[config.mk]
export PLATFORM = sky130hd
export DESIGN_NAME = apb_led_blink_slave
export DESIGN_NICKNAME = d
export VERILOG_FILES = /design/src/rtl/apb_led_pkg.sv /design/src/rtl/led_blink_core.sv /design/src/rtl/apb_led_blink_slave.sv
export SDC_FILE = /design/constraint.sdc
export NUM_CORES = 1
export LEC_CHECK = 0
export ABC_AREA = 1
export BUFFER_PORTS_ARGS = -buffer_cell sky130_fd_sc_hd__buf_2
export CAP_MARGIN = 20
export CORE_MARGIN = 2
export CORE_UTILIZATION = 40
export DETAILED_ROUTE_END_ITERATION = 16
export PLACE_DENSITY = 0.71
export SLEW_MARGIN = 20
export SYNTH_ARGS = -nofsm -noshare
export SYNTH_HDL_FRONTEND = slang
export SYNTH_HIERARCHICAL = 1
export SYNTH_SLANG_ARGS = --single-unit
[constraint.sdc]
create_clock -name PCLK -period 2.5 [get_ports PCLK]
set_input_delay 0.5 -clock PCLK [delete_from_list [all_inputs] [get_ports PCLK]]
set_output_delay 0.5 -clock PCLK [all_outputs]
set_load 0.01 [all_outputs]
[src/rtl/apb_led_pkg.sv]
// apb_led_pkg: shared constants and types for the APB LED blinker.
//   - word offsets (PADDR[4:2]) of every register
//   - CTRL bit positions
//   - APB read FSM state enum
package apb_led_pkg;

    localparam logic [2:0] ADDR_CTRL    = 3'd0;
    localparam logic [2:0] ADDR_PERIOD  = 3'd1;
    localparam logic [2:0] ADDR_PATTERN = 3'd2;
    localparam logic [2:0] ADDR_LEDMAN  = 3'd3;
    localparam logic [2:0] ADDR_STATUS  = 3'd4;
    localparam logic [2:0] ADDR_IRQ     = 3'd5;

    localparam int CTRL_EN   = 0;
    localparam int CTRL_MODE = 1;
    localparam int CTRL_IE   = 2;

    typedef enum logic [1:0] {
        IDLE    = 2'd0,
        RD_WAIT = 2'd1,
        RD_DONE = 2'd2
    } apb_state_e;

endpackage

[src/rtl/led_blink_core.sv]
// led_blink_core: prescaler + LED toggle engine.
//   clk, rst_n   clock, synchronous active-low reset
//   en           run the prescaler (held at 0 when low)
//   period       half-period in cycles; 0 behaves as 1
//   pattern      XOR mask applied to led_state at each toggle
//   clr          restart the prescaler; suppresses a coincident toggle
//   led_state    current blink value
//   tog_cnt      wrapping toggle counter
//   tog_pulse    high in the cycle whose closing edge toggles
module led_blink_core #(
    parameter int NUM_LEDS = 8,
    parameter int CNT_W    = 32,
    parameter int TOG_W    = 16
) (
    input  logic                clk,
    input  logic                rst_n,
    input  logic                en,
    input  logic [CNT_W-1:0]    period,
    input  logic [NUM_LEDS-1:0] pattern,
    input  logic                clr,
    output logic [NUM_LEDS-1:0] led_state,
    output logic [TOG_W-1:0]    tog_cnt,
    output logic                tog_pulse
);

    logic [CNT_W-1:0] cnt_q;
    logic [CNT_W-1:0] last;
    logic             term;

    // Terminal count is P-1 with P = max(period, 1).
    assign last      = (period == '0) ? '0 : period - CNT_W'(1);
    assign term      = (cnt_q == last);
    // A clearing register write on the terminal edge wins over the toggle.
    assign tog_pulse = en & term & ~clr;

    always_ff @(posedge clk) begin
        if (!rst_n) begin
            cnt_q     <= '0;
            led_state <= '0;
            tog_cnt   <= '0;
        end else begin
            if (!en || clr || term) cnt_q <= '0;
            else                    cnt_q <= cnt_q + CNT_W'(1);
            if (tog_pulse) begin
                led_state <= led_state ^ pattern;
                tog_cnt   <= tog_cnt + TOG_W'(1);
            end
        end
    end

endmodule

[src/rtl/apb_led_blink_slave.sv]
// apb_led_blink_slave: APB3 completer driving a bank of LEDs.
//   PCLK, PRESERN        clock, synchronous active-low reset
//   PSEL/PENABLE/PWRITE  APB control; PADDR[4:2] selects the register
//   PWDATA / PRDATA      write / read data
//   PREADY, PSLVERR      zero-wait writes, one-wait reads; error on unmapped/RO
//   IRQ                  toggle interrupt (only with APB_LED_IRQ_EN defined)
//   LED                  registered LED drive, active-high
// Optional feature macro: APB_LED_IRQ_EN (adds IRQ port, 0x14 W1C, CTRL.IE).
module apb_led_blink_slave
    import apb_led_pkg::*;
#(
    parameter int NUM_LEDS = 8,
    parameter int CNT_W    = 32,
    parameter int TOG_W    = 16
) (
    input  logic                PCLK,
    input  logic                PRESERN,
    input  logic                PSEL,
    input  logic                PENABLE,
    input  logic                PWRITE,
    input  logic [4:0]          PADDR,
    input  logic [31:0]         PWDATA,
    output logic [31:0]         PRDATA,
    output logic                PREADY,
    output logic                PSLVERR,
`ifdef APB_LED_IRQ_EN
    output logic                IRQ,
`endif
    output logic [NUM_LEDS-1:0] LED
);

`ifdef APB_LED_IRQ_EN
    localparam logic [2:0] CTRL_WMASK = 3'b111;
`else
    localparam logic [2:0] CTRL_WMASK = 3'b011;
`endif

    apb_state_e          state_q;
    logic [2:0]          ctrl_q;
    logic [CNT_W-1:0]    period_q;
    logic [NUM_LEDS-1:0] pattern_q;
    logic [NUM_LEDS-1:0] ledman_q;
    logic [NUM_LEDS-1:0] led_q, led_d;
    logic [31:0]         prdata_q;
    logic                rd_err_q;
    logic                irq_pend_q;

    logic [2:0]          addr;
    logic                wr_acc, wr_ok, rd_ok, wr_en, blink_clr;
    logic [31:0]         rd_data;
    logic [NUM_LEDS-1:0] led_state;
    logic [TOG_W-1:0]    tog_cnt;
    logic                tog_pulse;
    logic                unused_ok;

    assign addr      = PADDR[4:2];
    assign wr_acc    = PSEL & PENABLE & PWRITE;
    assign wr_en     = wr_acc & wr_ok;
    assign blink_clr = wr_en & ((addr == ADDR_CTRL) | (addr == ADDR_PERIOD));
    assign unused_ok = ^{PADDR[1:0], PWDATA};

    always_comb begin
        wr_ok = 1'b0;
        rd_ok = 1'b0;
        case (addr)
            ADDR_CTRL, ADDR_PERIOD, ADDR_PATTERN, ADDR_LEDMAN: begin
                wr_ok = 1'b1;
                rd_ok = 1'b1;
            end
            ADDR_STATUS: rd_ok = 1'b1;
`ifdef APB_LED_IRQ_EN
            ADDR_IRQ: begin
                wr_ok = 1'b1;
                rd_ok = 1'b1;
            end
`endif
            default: ;
        endcase
    end

    always_comb begin
        rd_data = '0;
        case (addr)
            ADDR_CTRL:    rd_data = 32'(ctrl_q);
            ADDR_PERIOD:  rd_data = 32'(period_q);
            ADDR_PATTERN: rd_data = 32'(pattern_q);
            ADDR_LEDMAN:  rd_data = 32'(ledman_q);
            ADDR_STATUS: begin
                rd_data[NUM_LEDS-1:0] = led_q;
                rd_data[31:16]        = 16'(tog_cnt);
            end
`ifdef APB_LED_IRQ_EN
            ADDR_IRQ:     rd_data[0] = irq_pend_q;
`endif
            default: ;
        endcase
    end

    // Engine only runs in blink mode; manual mode keeps led_state frozen.
    led_blink_core #(.NUM_LEDS(NUM_LEDS), .CNT_W(CNT_W), .TOG_W(TOG_W)) u_core (
        .clk       (PCLK),
        .rst_n     (PRESERN),
        .en        (ctrl_q[CTRL_EN] & ~ctrl_q[CTRL_MODE]),
        .period    (period_q),
        .pattern   (pattern_q),
        .clr       (blink_clr),
        .led_state (led_state),
        .tog_cnt   (tog_cnt),
        .tog_pulse (tog_pulse)
    );

    assign led_d   = ctrl_q[CTRL_MODE] ? ledman_q : led_state;
    assign PRDATA  = prdata_q;
    assign LED     = led_q;
    assign PREADY  = wr_acc | (state_q == RD_DONE);
    assign PSLVERR = (wr_acc & ~wr_ok) | ((state_q == RD_DONE) & rd_err_q);
`ifdef APB_LED_IRQ_EN
    assign IRQ     = irq_pend_q & ctrl_q[CTRL_IE];
`endif

    always_ff @(posedge PCLK) begin
        if (!PRESERN) begin
            state_q    <= IDLE;
            ctrl_q     <= '0;
            period_q   <= CNT_W'(1);
            pattern_q  <= '1;
            ledman_q   <= '0;
            led_q      <= '0;
            prdata_q   <= '0;
            rd_err_q   <= 1'b0;
            irq_pend_q <= 1'b0;
        end else begin
            led_q <= led_d;

            case (state_q)
                IDLE: if (PSEL && !PENABLE && !PWRITE) state_q <= RD_WAIT;
                RD_WAIT: begin
                    if (!PSEL) begin
                        state_q <= IDLE;           // aborted read
                    end else if (PENABLE) begin
                        state_q  <= RD_DONE;
                        prdata_q <= rd_data;
                        rd_err_q <= ~rd_ok;
                    end
                end
                default: state_q <= IDLE;          // RD_DONE and illegal
            endcase

            if (wr_en) begin
                case (addr)
                    ADDR_CTRL:    ctrl_q    <= PWDATA[2:0] & CTRL_WMASK;
                    ADDR_PERIOD:  period_q  <= PWDATA[CNT_W-1:0];
                    ADDR_PATTERN: pattern_q <= PWDATA[NUM_LEDS-1:0];
                    ADDR_LEDMAN:  ledman_q  <= PWDATA[NUM_LEDS-1:0];
                    default: ;
                endcase
            end

`ifdef APB_LED_IRQ_EN
            // Set has priority over a coincident W1C.
            if (tog_pulse)
                irq_pend_q <= 1'b1;
            else if (wr_en && addr == ADDR_IRQ && PWDATA[0])
                irq_pend_q <= 1'b0;
`endif
        end
    end

endmodule

# Yosys cells after proc, flatten, opt, wreduce, memory -nomap -nowiden
# Cells that the tools add are included.
[word_totals] wordCells=71 ff_bits=149 output_inout_bits=42 inputBits=42
[op_classes] n_bitwise=18 muxes=11 n_addsub=3 n_eq_ne=9 reduce_logical=19
[ops] op="$pmux W8 S5" count=1
[ops] op="$add A32 B1 Y32 const B" count=1
[ops] op="$eq A32 B32 Y1" count=1
[ops] op="$logic_not A32 Y1" count=1
[ops] op="$mux W32" count=1
[ops] op="$pmux W16 S2" count=1
[ops] op="$sub A32 B1 Y32 const B" count=1
[ops] op="$add A16 B1 Y16 const B" count=1
[ops] op="$mux W8" count=2
[ops] op="$reduce_and A2 Y1" count=5
[ops] op="$and A1 B1 Y1" count=9
[ops] op="$xor A8 B8 Y8" count=1
[ops] op="$eq A3 B2 Y1 const B" count=2
[ops] op="$mux W2" count=3
[ops] op="$not A1 Y1" count=5
[ops] op="$reduce_or A5 Y1" count=1
[ops] op="$pmux W2 S2" count=1
[ops] op="$reduce_or A4 Y1" count=1
[ops] op="$eq A3 B1 Y1 const B" count=1
[ops] op="$eq A3 B3 Y1 const B" count=1
[ops] op="$logic_not A1 Y1" count=3
[ops] op="$logic_not A3 Y1" count=1
[ops] op="$ne A3 B3 Y1 const B" count=1
[ops] op="$or A1 B1 Y1" count=3
[ops] op="other kinds (9)" count=12

# Depth between registers and ports, before layout
# Gate-level depths: netlist of run 1.
[depth] ltp_word=8 mapped_depth=21 depth_no_buf=20

# Cells and area by module
# The synthesis of run 1 kept the hierarchy.
[by_module_without_submodules] mod="led_blink_core" area_per_inst_um2=5002.3 cells_per_inst=875 seq_area_each_um2=1121.1 n_inst=1
[by_module_without_submodules] mod="apb_led_blink_slave" area_per_inst_um2=3801.1 cells_per_inst=479 seq_area_each_um2=1861.8 n_inst=1

# Worst setup path after synthesis of run 1
# Ideal clock, no wire load.
[synth_timing] path_kind="register to register" from="reg period_q[0]" to="reg u_core.tog_cnt[10]" setup_time_ns=0.128 required_time_ns=2.372 stages_incl_launch_ff=20 period_less_slack_ns=2.409 arrival_ns=2.281 n_path_buf=2 slack_ns=0.091 cell_sequence="dfxtp_1 inv_1 ha_1 nand2_4 nor2_8 nand2_4 clkinv_4 nand2_8 buf_6 nand2_1 nor2_1 xor2_1 nand2_1 nor2_1 nand2_1 nor2_4 buf_6 nand4_1 nand2_1 nor2_1"
[synth_via] elab_chain_len=5 word_cells_on_any_way=6 classes_between="add/sub: 1; eq/ne: 1; mux: 1; bitwise: 2; reduce/logical: 1"
[synth_rtl] element="start: declaration" line_no="apb_led_blink_slave.sv:40" source="logic [CNT_W-1:0] period_q;"
[synth_rtl] element="start signal: assignment" line_no="apb_led_blink_slave.sv:152" source="ADDR_PERIOD: period_q <= PWDATA[CNT_W-1:0];"
[synth_rtl] element="$sub A32 B1 Y32 / $logic_not A32 Y1 (equally long branches)" line_no="led_blink_core.sv:31" source="assign last = (period == '0) ? '0 : period - CNT_W'(1);"
[synth_rtl] element="$mux W32 *" line_no="led_blink_core.sv:31"
[synth_rtl] element="$eq A32 B32 Y1 *" line_no="led_blink_core.sv:32" source="assign term = (cnt_q == last);"
[synth_rtl] element="$and A1 B1 Y1 * (2 in a row)" line_no="led_blink_core.sv:34" source="assign tog_pulse = en & term & ~clr;"
[synth_rtl] element="end signal: assignment" line_no="led_blink_core.sv:46" source="tog_cnt <= tog_cnt + TOG_W'(1);"
[synth_rtl] element="end: declaration" line_no="led_blink_core.sv:22" source="output logic [TOG_W-1:0] tog_cnt,"
# Every way passes the cells marked *; elsewhere a longest branch is shown, timed or not.
# A chain may end at the register's enable or synchronous reset.

# Final worst setup path of run 1
[layout_timing] from="reg period_q[0]" to="reg u_core.led_state[7]"
[layout_via] elab_chain_len=5 word_cells_on_any_way=6 classes_between="add/sub: 1; eq/ne: 1; mux: 1; bitwise: 2; reduce/logical: 1"
[layout_rtl] element="$sub A32 B1 Y32 / $logic_not A32 Y1 (equally long branches)" line_no="led_blink_core.sv:31"
[layout_rtl] element="$mux W32 *" line_no="led_blink_core.sv:31"
[layout_rtl] element="$eq A32 B32 Y1 *" line_no="led_blink_core.sv:32"
[layout_rtl] element="$and A1 B1 Y1 * (2 in a row)" line_no="led_blink_core.sv:34"
[layout_rtl] element="end signal: assignment" line_no="led_blink_core.sv:45" source="led_state <= led_state ^ pattern;"
[layout_rtl] element="end: declaration" line_no="led_blink_core.sv:21" source="output logic [NUM_LEDS-1:0] led_state,"
# Marks and branches as above.

==> results of run 1 <==
[cell type report]
type	instances	area, µm²	share of cell area
multi-input combinational	1014	5300	0.462
sequential	149	3000	0.261
timing repair buffer	219	1640	0.143
inverter	145	574	0.0500
clock buffer	17	425	0.0370
tap	280	350	0.0305
clock inverter	15	201	0.0175
[repair_timing]
| item | CTS | global route |
|---|---|---|
| pin swaps | 24 | 35 |
| hold endpoints to repair | 0 | 0 |
| setup endpoints to repair | 56 | 56 |
| cloned | 7 | 2 |
| resized for setup | 82 | 45 |
| setup buffers | 12 | 9 |
[how the worst max path moves through the flow]
stage                                                   to  cells after the start
final                     u_core/led_state[7]$_SDFFE_PN0P_                     18
after global routing       u_core/tog_cnt[15]$_SDFFE_PN0P_                     20
after detailed placement    u_core/tog_cnt[5]$_SDFFE_PN0P_                     18
after floorplan            u_core/tog_cnt[10]$_SDFFE_PN0P_                     19
after global placement     u_core/tog_cnt[15]$_SDFFE_PN0P_                     16
after CTS                  u_core/tog_cnt[15]$_SDFFE_PN0P_                     22
[routing by layer]
layer  routed length [µm]  GRT usage  vias to the layer above
li1                     -          -                     4817
met1                13000      0.336                     4535
met2                12700      0.378                      401
met3                 2190     0.0350                       61
met4                  842     0.0801                        0
met5                    0          0                        -
[power groups by stage]
| stage | clock (mW) | combinational, mW | sequential (mW) |
|---|---|---|---|
| final | 2.79 | 0.795 | 2.41 |
| after CTS | 2.83 | 0.760 | 2.41 |
| after floorplan | 0 | 0.385 | 2.46 |
| after global routing | 2.94 | 0.847 | 2.41 |
| after detailed placement | 0 | 0.618 | 2.46 |
| after global placement | 0 | 0.612 | 2.46 |
[metrics by stage]
stage	util	hold WS [ns]	power, mW
CTS	0.518	0.273	6.00
global route	0.530	0.286	6.19
detailed placement	0.466	0.445	3.08
floorplan	-	0.426	2.85
finish	0.530	0.286	6.00
global placement	0.466	0.446	3.07
[registers in the layout (all words and copies together), names as in the netlist]
| name | flops |
|---|---|
| LED | 8 |
| PRDATA | 32 |
| ctrl_q | 2 |
| ledman_q | 8 |
| pattern_q | 8 |
| period_q | 32 |
| rd_err_q | 1 |
| state_q | 2 |
| u_core/cnt_q | 32 |
| u_core/led_state | 8 |
| u_core/tog_cnt | 16 |
[worst max-delay path, stage by stage, from the launching register on]
cell and delay (ns):
dfxtp_2 0.32, inv_2 0.08, ha_4 0.18, nand2_8 0.08, buf_4 0.14, buf_4 0.12, xor2_1 0.30, nand3_1 0.15
nand2_2 0.11, nand2_1 0.06, nor2_1 0.14, nand2_1 0.08, nor2_1 0.15, nand3_1 0.14, nor2_4 0.13, buf_12 0.15
nand3_1 0.07, nor2_1 0.11, nor2_1 0.06
==> impl_metrics.prom, run 1 <==
# TYPE chip_impl_metric gauge
chip_impl_info{name="outcome",value="complete, but fails checks"} 1
chip_impl_info{name="violations",value="negative setup slack"} 1
chip_impl_metric{name="fin_worst_skew",unit="ns"} 0.0128
chip_impl_metric{name="power.static_leakage",unit="nW"} 5.29
chip_impl_metric{name="syn-num-nets",unit=""} 1398
chip_impl_metric{name="clkPwrFrac",unit=""} 0.466
chip_impl_metric{name="final_layout_size_suffix_gt1_frac",unit=""} 0.253
chip_impl_info{name="cts_tree",value="done"} 1
chip_impl_metric{name="initial_utilization",unit=""} 0.406
chip_impl_metric{name="dp_hpwl",unit="µm"} 19600
chip_impl_metric{name="power.density_cell_area",unit="mW/mm²"} 522
chip_impl_metric{name="power.switching",unit="mW"} 1.67
chip_impl_metric{name="numPlacedInstances",unit=""} 1778
chip_impl_info{name="grt_setup_unrepaired",value="true"} 1
chip_impl_metric{name="netlist_instances",unit=""} 1353
chip_impl_metric{name="postRouteAntennaNets",unit=""} 0
chip_impl_metric{name="fin_ws",unit="ns"} -0.200
chip_impl_info{name="layout.cells.most_common",value="nand2_1"} 1
chip_impl_metric{name="finalWirelength",unit="µm"} 28700
chip_impl_metric{name="fmaxAchievable",unit="GHz"} 0.370
chip_impl_metric{name="cts_made_buffers",unit=""} 17
chip_impl_metric{name="htreeDepth",unit=""} 4
chip_impl_metric{name="pin_count",unit=""} 84
chip_impl_metric{name="global_route.usage.total",unit=""} 0.239
chip_impl_info{name="rr_endpoint",value="u_core/led_state[7]$_SDFFE_PN0P_"} 1
chip_impl_metric{name="worst-r2r-setup-slack",unit="ns"} -0.20
chip_impl_metric{name="timing.critical_path.required",unit="ns"} 2.82
chip_impl_metric{name="slew_viol_final",unit=""} 0
chip_impl_info{name="timing.rr.start",value="period_q[0]$_SDFFE_PN1P_"} 1
chip_impl_metric{name="layout_min_cycle_time",unit="ns"} 2.70
chip_impl_metric{name="dieArea",unit="mm²"} 0.0232
chip_impl_metric{name="r2r_cells",unit=""} 18
chip_impl_metric{name="grt_pass1_wl",unit="µm"} 45100
chip_impl_metric{name="pwr-share-seq",unit=""} 0.402
chip_impl_metric{name="dieWidth",unit="µm"} 152
chip_impl_info{name="critPathLaunchType",value="register"} 1
chip_impl_metric{name="switching_share",unit=""} 0.278
chip_impl_info{name="hold_path.class",value="in -> reg"} 1
chip_impl_metric{name="antenna-diode-count",unit=""} 0
chip_impl_metric{name="pre_cts_slack",unit="ns"} -0.223
chip_impl_metric{name="drt_drc_violations_left",unit=""} 0
chip_impl_metric{name="holdPathStages",unit=""} 3
chip_impl_metric{name="chipHeight",unit="µm"} 152
chip_impl_metric{name="detailroute.via_count",unit=""} 9814
chip_impl_metric{name="max_slew.worst_pin.slew",unit="ns"} 0.648
chip_impl_info{name="most-common-layout-cells",value="nand2_1 (299), nor2_1 (209), dfxtp_1 (139)"} 1
chip_impl_metric{name="worstPathMaxFanout",unit=""} 17
chip_impl_metric{name="power_report.internal_total",unit="mW"} 4.33
chip_impl_metric{name="rel_slew_slack",unit=""} 0.567
chip_impl_metric{name="fin_tns_setup",unit="ns"} -7.47
chip_impl_metric{name="clk-insertion-delay-late",unit="ns"} 0.44
chip_impl_info{name="min-delay-start",value="PWDATA[22]"} 1
chip_impl_metric{name="hold_violations",unit=""} 0
chip_impl_info{name="root_buffer",value="clkbuf_16"} 1
chip_impl_metric{name="port-buffer-count",unit=""} 81
chip_impl_metric{name="route.detailed.vias_per_inst",unit=""} 5.34
chip_impl_info{name="timing.critical_path.from",value="period_q[0]$_SDFFE_PN1P_"} 1
chip_impl_metric{name="detail_route.iter0.violations",unit=""} 939
chip_impl_info{name="critPathKind",value="reg -> reg"} 1
chip_impl_metric{name="ys.warnings.count",unit=""} 6
chip_impl_metric{name="max_cap_viol_count",unit=""} 0
chip_impl_metric{name="number_of_global_route_vias_before_repair",unit=""} 8858
chip_impl_metric{name="synth_area",unit="mm²"} 0.00880
chip_impl_metric{name="layout.filler_cells",unit=""} 2030
chip_impl_metric{name="comb_power_share",unit=""} 0.133
chip_impl_metric{name="routed_wl_per_cell",unit="µm"} 15.6
chip_impl_metric{name="cp_data_arrival_time",unit="ns"} 3.02
chip_impl_metric{name="layout-area-overhead-vs-synth",unit="%"} 30.5
chip_impl_metric{name="core_area",unit="mm²"} 0.0217
chip_impl_metric{name="peak_supply_drop",unit="mV"} 0.384
chip_impl_metric{name="instances_no_fill",unit=""} 1839
chip_impl_metric{name="cts.reportedPaths.clkPinSlew",unit="ns"} 0.07
chip_impl_info{name="hold-path-endpoint",value="period_q[22]$_SDFFE_PN0P_"} 1
chip_impl_metric{name="clock_path_buffers",unit=""} 2
chip_impl_metric{name="grt_start_max_net_pins",unit=""} 42
chip_impl_metric{name="layout.nets",unit=""} 1591
chip_impl_metric{name="grt.overflow.total",unit=""} 0
chip_impl_metric{name="mean_instance_size_in_the_synthesized_netlist",unit="µm²"} 6.50
chip_impl_metric{name="numClockSinks",unit=""} 149
chip_impl_metric{name="cts-hold-fix-buffers",unit=""} 0
chip_impl_info{name="worst_setup_path_end_kind",value="register"} 1
chip_impl_metric{name="place_congestion",unit=""} 0.934
chip_impl_metric{name="final.period_utilization",unit=""} 1.08
chip_impl_metric{name="rows",unit=""} 54
chip_impl_metric{name="initial_antenna_violation_count",unit=""} 0
chip_impl_metric{name="detailedRoute.firstPassIterationCount",unit=""} 5
chip_impl_metric{name="placed_cell_area",unit="mm²"} 0.0101
chip_impl_metric{name="final_design_area_no_fill",unit="mm²"} 0.0115
chip_impl_metric{name="final_setup_vio_count",unit=""} 56
No activity file was read; power rests on OpenSTA's default activity.
==> run 2, diff against run 1 <==
Settings changed: CORE_UTILIZATION 40 to 54, PLACE_DENSITY 0.71 to 0.88, SKIP_CTS_REPAIR_TIMING from default to 1.
==> impl_metrics.prom, run 2 (synthesis gave the netlist of run 1 again) <==
# TYPE chip_impl_metric gauge
chip_impl_metric{name="peak_supply_drop",unit="mV"} 0.491
chip_impl_metric{name="numClockSinks",unit=""} 149
chip_impl_metric{name="core_area",unit="mm²"} 0.0159
chip_impl_metric{name="power.density_cell_area",unit="mW/mm²"} 518
chip_impl_info{name="outcome",value="complete, but fails checks"} 1
chip_impl_metric{name="layout.nets",unit=""} 1575
chip_impl_metric{name="route.detailed.vias_per_inst",unit=""} 5.99
chip_impl_info{name="cpMostUsedCell",value="nand2_1"} 1
chip_impl_metric{name="whs",unit="ns"} 0.276
chip_impl_metric{name="finalWirelength",unit="µm"} 30700
chip_impl_metric{name="initial_antenna_violation_count",unit=""} 0
chip_impl_info{name="crit_path_top_delay_cell",value="dfxtp_4"} 1
chip_impl_metric{name="instances_no_fill",unit=""} 1759
chip_impl_metric{name="grt.overflow.total",unit=""} 0
chip_impl_metric{name="pre_cts_slack",unit="ns"} -0.192
chip_impl_info{name="hold_path.class",value="in -> reg"} 1
chip_impl_metric{name="antenna-diode-count",unit=""} 0
chip_impl_metric{name="global_route.usage.total",unit=""} 0.305
chip_impl_metric{name="final_design_area_no_fill",unit="mm²"} 0.0115
chip_impl_metric{name="initial_utilization",unit=""} 0.554
chip_impl_info{name="worst_setup_path_end_kind",value="register"} 1
chip_impl_metric{name="cp_data_arrival_time",unit="ns"} 3.23
chip_impl_metric{name="dp_hpwl",unit="µm"} 19100
chip_impl_info{name="layout.cells.most_common",value="nand2_1"} 1
chip_impl_metric{name="layout_min_cycle_time",unit="ns"} 2.85
chip_impl_metric{name="routed_wl_per_cell",unit="µm"} 17.4
chip_impl_metric{name="clock_path_buffers",unit=""} 2
chip_impl_metric{name="postRouteAntennaNets",unit=""} 0
chip_impl_metric{name="pin_count",unit=""} 84
chip_impl_metric{name="final.period_utilization",unit=""} 1.14
chip_impl_metric{name="final_layout_size_suffix_gt1_frac",unit=""} 0.281
chip_impl_info{name="cts_tree",value="done"} 1
chip_impl_metric{name="dieWidth",unit="µm"} 132
chip_impl_metric{name="cpPeakStageDelay",unit="ns"} 0.37
chip_impl_metric{name="layout-area-overhead-vs-synth",unit="%"} 31.0
chip_impl_metric{name="fin_ws",unit="ns"} -0.353
chip_impl_metric{name="power.static_leakage",unit="nW"} 5.24
chip_impl_metric{name="numPlacedInstances",unit=""} 1701
chip_impl_info{name="grt_setup_unrepaired",value="true"} 1
chip_impl_metric{name="worstPathMaxFanout",unit=""} 8
chip_impl_metric{name="rel_slew_slack",unit=""} 0.538
chip_impl_metric{name="rows",unit=""} 46
chip_impl_metric{name="detailedRoute.firstPassIterationCount",unit=""} 6
chip_impl_info{name="violations",value="negative setup slack"} 1
chip_impl_metric{name="max_slew.worst_pin.slew",unit="ns"} 0.692
chip_impl_info{name="most-common-layout-cells",value="nand2_1 (283), nor2_1 (190), dfxtp_1 (135)"} 1
chip_impl_metric{name="detail_route.iter0.violations",unit=""} 1453
chip_impl_metric{name="final_setup_vio_count",unit=""} 56
chip_impl_metric{name="number_of_global_route_vias_before_repair",unit=""} 8983
chip_impl_info{name="crit_chain",value="inv_4 -> ha_4 -> nand2_8 -> inv_1 -> nand2_2 -> o21ai_1 -> nand2_1 -> nand2_1 -> nand2_1 -> nor2_1 -> nand2_1 -> nor2_1 -> nand2_1 -> nor2_4 -> buf_12 -> nand4_1 -> nand2_1 -> nand2_1 -> nor2_1"} 1
chip_impl_metric{name="drt_drc_violations_left",unit=""} 0
chip_impl_metric{name="detailroute.via_count",unit=""} 10533
chip_impl_metric{name="port-buffer-count",unit=""} 81
chip_impl_metric{name="grt_start_max_net_pins",unit=""} 47
chip_impl_info{name="root_buffer",value="clkbuf_16"} 1
chip_impl_metric{name="timing.critical_path.required",unit="ns"} 2.88
chip_impl_metric{name="grt_pass1_wl",unit="µm"} 43200
chip_impl_metric{name="clk-insertion-delay-late",unit="ns"} 0.44
chip_impl_metric{name="fin_worst_skew",unit="ns"} 0.00853
chip_impl_metric{name="chipHeight",unit="µm"} 132
chip_impl_metric{name="slew_viol_final",unit=""} 0
chip_impl_info{name="critPathLaunchType",value="register"} 1
chip_impl_metric{name="placed_cell_area",unit="mm²"} 0.00993
chip_impl_metric{name="hold_violations",unit=""} 0
chip_impl_metric{name="dieArea",unit="mm²"} 0.0173
chip_impl_metric{name="cts.reportedPaths.clkPinSlew",unit="ns"} 0.07
chip_impl_metric{name="place_congestion",unit=""} 0.959
chip_impl_metric{name="cts_made_buffers",unit=""} 17
chip_impl_metric{name="fmaxAchievable",unit="GHz"} 0.350
chip_impl_metric{name="max_cap_viol_count",unit=""} 0
chip_impl_metric{name="htreeDepth",unit=""} 4
chip_impl_info{name="critPathKind",value="reg -> reg"} 1
## run 2: cell count changes in the layout (fill, tap and decap cells not counted), sizes merged
cell / change
buf: -18
clkbuf: +3
clkinv: +3
inv: -4
## run 2: final timing paths
kind              slack [ns]  cells past startpoint                     start                         endpoint
setup / recovery       -0.35                     19  period_q[1]$_SDFFE_PN0P_  u_core/tog_cnt[15]$_SDFFE_PN0P_
hold / removal          0.28                      3                PWDATA[25]        period_q[25]$_SDFFE_PN0P_
setup reg to reg       -0.35                     19  period_q[1]$_SDFFE_PN0P_  u_core/tog_cnt[15]$_SDFFE_PN0P_
hold reg to reg         0.47                      2    PRDATA[2]$_SDFFE_PN0P_           PRDATA[2]$_SDFFE_PN0P_
## run 2: layout make-up
type	count	area [µm²]
clock inverters	14	190
clock buffers	18	439
fillers	1185	4350
flip-flops and latches	149	3010
multi-input cells	1014	5560
well taps	216	270
inverters	145	577
repair buffers	203	1490
## run 2: critical path, delay by kind of cell (launching register included)
| kind | cells | cell delay [ns] |
|---|---|---|
| AOI/OAI and AO/OA | 1 | 0.21 |
| and+or+nand+nor | 14 | 1.65 |
| adders and majority gates | 1 | 0.16 |
| buffers and inverters | 3 | 0.36 |
| DFF | 1 | 0.37 |
## run 2: per-layer routing
metal	global-route usage	wire [µm]	up-vias
met1	0.400	11800	4804
met5	0	0	-
met4	0.101	1550	0
met3	0.0536	3280	164
met2	0.507	14000	771
li1	-	-	4794
## run 2: power by group
part	switching (mW)	internal, mW	total, mW
Clock	1.15	1.63	2.78
Sequential	0.0182	2.39	2.41
Combinational	0.486	0.299	0.785
Total	1.66	4.31	5.97
## run 2: per-stage QoR
stage               TNS (ns)  utilization  total power [mW]
global placement       -4.96        0.625              3.06
CTS                    -9.31        0.665              5.78
global route          -15.37        0.726              6.11
finish                -11.42        0.726              5.97
floorplan                  0            -              2.85
detailed placement     -6.84        0.625              3.07
